[src/rtl/generic_payload_fifo.sv]
// First-word fall-through payload FIFO with valid/ready on both sides,
// occupancy and almost-full reporting, and a sticky producer-withdrawal flag.
module generic_payload_fifo #(
    parameter int WIDTH    = 2,
    parameter int DEPTH    = 4,
    parameter int AFULL_TH = DEPTH - 1
) (
    input  logic                       i_clk,
    input  logic                       i_rst,
    input  logic                       i_clear,
    input  logic                       i_push_valid,
    output logic                       o_push_ready,
    input  logic [WIDTH-1:0]           i_push_data,
    output logic                       o_pop_valid,
    input  logic                       i_pop_ready,
    output logic [WIDTH-1:0]           o_pop_data,
    output logic [$clog2(DEPTH+1)-1:0] o_count,
    output logic                       o_almost_full,
    output logic                       o_err
);

    localparam int CW = $clog2(DEPTH + 1);
    localparam int PW = (DEPTH > 1) ? $clog2(DEPTH) : 1;

    localparam logic [PW-1:0] LAST_IDX  = PW'(DEPTH - 1);
    localparam logic [CW-1:0] FULL_CNT  = CW'(DEPTH);
    localparam logic [CW-1:0] AFULL_CNT = CW'(AFULL_TH);

    logic [WIDTH-1:0] mem [DEPTH];
    logic [PW-1:0]    wr_ptr;
    logic [PW-1:0]    rd_ptr;
    logic [CW-1:0]    count;
    logic             stall_q;
    logic             err_q;
    logic             push;
    logic             pop;

    // Explicit wrap so DEPTH need not be a power of two.
    function automatic logic [PW-1:0] next_ptr(input logic [PW-1:0] p);
        return (p == LAST_IDX) ? '0 : p + 1'b1;
    endfunction

    // Flow-control outputs depend only on registered occupancy, so a full
    // FIFO refuses a push even while a pop is happening in the same cycle.
    assign o_push_ready  = (count != FULL_CNT);
    assign o_pop_valid   = (count != '0);
    assign o_pop_data    = mem[rd_ptr];
    assign o_count       = count;
    assign o_almost_full = (count >= AFULL_CNT);
    assign o_err         = err_q;

    assign push = i_push_valid & o_push_ready & ~i_clear;
    assign pop  = o_pop_valid  & i_pop_ready  & ~i_clear;

    // NOTE: sequential state is always updated with <= so every flop samples
    // the pre-edge values regardless of block ordering.
    always_ff @(posedge i_clk or negedge i_rst) begin
        if (!i_rst) begin
            wr_ptr <= '0;
            rd_ptr <= '0;
            count  <= '0;
        end else if (i_clear) begin
            wr_ptr <= '0;
            rd_ptr <= '0;
            count  <= '0;
        end else begin
            if (push) wr_ptr <= next_ptr(wr_ptr);
            if (pop)  rd_ptr <= next_ptr(rd_ptr);
            count <= count + CW'(push) - CW'(pop);
        end
    end

    // NOTE: storage is reset so o_pop_data is a defined 0 after reset; a flush
    // via i_clear deliberately leaves the contents alone.
    always_ff @(posedge i_clk or negedge i_rst) begin
        if (!i_rst) begin
            for (int i = 0; i < DEPTH; i++) mem[i] <= '0;
        end else if (push) begin
            mem[wr_ptr] <= i_push_data;
        end
    end

    // stall_q remembers an offer that was refused last cycle; withdrawing it
    // now is a protocol violation that latches until flush or reset.
    always_ff @(posedge i_clk or negedge i_rst) begin
        if (!i_rst) begin
            stall_q <= 1'b0;
            err_q   <= 1'b0;
        end else if (i_clear) begin
            stall_q <= 1'b0;
            err_q   <= 1'b0;
        end else begin
            stall_q <= i_push_valid & ~o_push_ready;
            err_q   <= err_q | (stall_q & ~i_push_valid);
        end
    end

endmodule
[config.mk]
export PLATFORM = sky130hd
export DESIGN_NAME = generic_payload_fifo
export DESIGN_NICKNAME = d
export VERILOG_FILES = /design/src/rtl/generic_payload_fifo.sv
export SDC_FILE = /design/constraint.sdc
export NUM_CORES = 1
export LEC_CHECK = 0
export ABC_AREA = 1
export CAP_MARGIN = 20
export CORE_AREA = 5 5 64 66
export CTS_CLUSTER_DIAMETER = 60
export DETAILED_ROUTE_END_ITERATION = 8
export DIE_AREA = 0 0 69 71
export PLACE_DENSITY = 0.53
export REMOVE_ABC_BUFFERS = 1
export SLEW_MARGIN = 10
export SYNTH_ARGS = -nofsm -noshare
export SYNTH_HDL_FRONTEND = slang
export SYNTH_SLANG_ARGS = --single-unit
[constraint.sdc]
create_clock -name i_clk -period 1.85 [get_ports i_clk]
set_input_delay 0.185 -clock i_clk [delete_from_list [all_inputs] [get_ports i_clk]]
set_output_delay 0.185 -clock i_clk [all_outputs]
set_load 0.1 [all_outputs]
==> metrics.txt <==
root buf cell=clkbuf_4; Final Cycle Share=102%; flip-flop and latch area=425 um2; share of layout cells above drive strength 1=28.0%; Critical Setup Path Class=flop to flop; Critical Path Start Type=flop; Port Buffer Count=15; Power Density=1730 nW/um2; LEAKAGE=0.703 nW; Finish-stage setup viols=2; CTS max path bufs=2; ANT cells=0; Critical Path, Cell by Cell=nor2_2, nand2_2, nand2_2, nor2_1, ha_1, inv_1, ha_1, inv_1, fa_2, xor2_1, nor2_1; commonest non-fill, non-tap cells in the layout=nand2_1, buf_4, dfrtp_1; Slew Limit Headroom=79.9%; DRT iter0 DRCs=12; CTS HTree Levels=1; Slowest cell on crit path=dfrtp_1; Worst Path Max Fanout=2; Rows=22; Cells after Synth=111; clk_lat worst skew=0.30 ns; Die ar.=4900 um2; synth warn=0; Core Area=3520 um2; most common cell after layout, fill and taps aside=nand2_1; via count=811; clk slew on worst S/H paths=0.10 ns; arrival time worst endpoint=2.11 ns; Post-Syn Area=1000 um2; Via density=4.25; CTS Buf Count=3; vias in the first global route=839; outcome=finished, violations left; maximum clock frequency=529 MHz; Peak VDD IR=0.000767 V; Hold Buf Count CTS=0; residual DRC count=0; overall routed net length=2060 um; Final Max Slew Viols=0; Worst Hold Class=input pin to async pin; Max-Cap Viols=0; crit-path leading delay family=adder cells; Placer Congestion=0.775; Die H=71 um; unrepaired setup endpoints after global routing=true; CTS Sinks=17; Mean Syn Cell Area=9.01 um2; largest net degree at the start of global routing=18; min cycle time layout=1.89 ns; Ports=16; Layout area overhead=36.3%; Worst Setup End Kind=flop; initial antenna violation count=0; drt pass-1 iters=4; clock tree from TritonCTS=yes; distinct cell type count after synthesis=22; post-synthesis register bit count=17; Wirelength per Cell=10.8 um; width of the chip=69 um; Overflow after GRT=0; failing checks=negative setup slack; Final Net Count=160; Tot GR Track Use=9.66%; non-filler cells, final=191; Power Total=2.36 mW; remaining antenna violation count=0; DP Wirelength=1580 um; post-synthesis sequential area ratio=42.6%; measured slew at the worst slew-check pin=0.302 ns; DP Cell Count=185; FILL cells=375; first-pass GRT wire length=3730 um; Worst Path Required=2.07 ns; final hold viol count=0; clock skew=0.0120 ns; area of the multi-input gates=487 um2; largest stage delay on the critical path=0.39 ns; setup ws final=-0.0408 ns; Starting Density=28.4%; Buf/Inv on CP=2
## layout make-up
type                    count  area share, %
well taps                  48           4.41
flip-flops and latches     17           31.2
clock inverters             1          0.367
inverters                  12           3.31
clock buffers               3           1.65
multi-input cells          78           35.7
repair buffers             32           23.3
## final timing paths
path,startpoint,to,cells past startpoint,slack [ns]
min in group i_clk,mem[7],mem[7],2,0.49
max in group asynchronous,i_rst,o_count[0],2,1.46
hold reg to reg,mem[7],mem[7],2,0.49
hold / removal,i_rst,wr_ptr[0],2,0.19
setup reg to reg,o_count[0],o_count[2],11,-0.04
setup / recovery,o_count[0],o_count[2],11,-0.04
## routing by layer
metal | track usage (%) | part of all wire [%] | up-vias | routed length [um]
met3 | 0.994 | 0.97 | 5 | 20
met4 | 7.59 | 3.4 | 0 | 70
met2 | 15.0 | 45 | 10 | 933
li1 | - | - | 431 | -
met1 | 12.2 | 50 | 365 | 1040
met5 | 0 | 0 | - | 0
## per-stage QoR
stage	setup WS (ns)	hold WS (ns)	utilization, %	area [um2]	TNS (ns)
detailed placement	-0.341	0.462	37.3	1320	-0.600
CTS	-0.0689	0.189	38.5	1360	-0.112
global route	-0.201	0.204	38.7	1360	-0.354
global placement	-0.266	0.460	37.3	1320	-0.475
floorplan	-1.17	-0.111	-	952	-4.00
finish	-0.0408	0.193	38.7	1360	-0.0710
## registers in the layout (all words and copies together) (netlist names)
register / flops
mem: 8
o_count: 3
o_err: 1
stall_q: 1
wr_ptr: 2
rd_ptr: 2
## kinds of logic after synthesis
logic type	share of synthesized area, %
DFF	42.6
adders and majority gates	12.0
xor gates and xnor gates	0.876
AOI/OAI and AO/OA	4.50
buffers and inverters	9.26
and+or+nand+nor	30.8
## report_power, final
group	total [mW]	switching [mW]	internal [mW]
Sequential	0.586	0.0963	0.489
Clock	0.199	0.119	0.0806
Combinational	1.58	1.02	0.557
## Yosys cell counts
cell,instances,area share [%]
o211ai_1,2,1.5
buf_6,2,2.3
ha_1,8,10
o21ai_0,3,1.5
xor2_1,1,0.88
nor2_1,7,2.6
nor2_2,1,0.63
nor3_2,1,1.0
inv_1,11,4.1
nand4_1,10,6.3
buf_12,1,2.0
fa_1,1,2.0
nand2_4,1,1.1
nand2_1,28,11
inv_2,1,0.38
nand3_1,8,4.0
nand3_2,2,2.0
a21oi_1,3,1.5
nand2_2,1,0.63
dfrtp_1,17,43
nor2_8,1,2.0
buf_2,1,0.50
## repair_timing
action,4_1_cts,5_1_grt
setup endpoints to repair,2,3
resized for setup,2,1
buffers inserted,1,1
pin swaps,2,3
## worst reg2reg max path, stage by stage, from the launching register on
cell     delay, ns
dfrtp_1       0.39
nor2_2        0.14
nand2_2       0.07
nand2_2       0.07
nor2_1        0.04
ha_1          0.27
inv_1         0.06
ha_1          0.13
inv_1         0.05
fa_2          0.33
xor2_1        0.16
nor2_1        0.10
No activity file was read; power rests on OpenSTA's default activity.
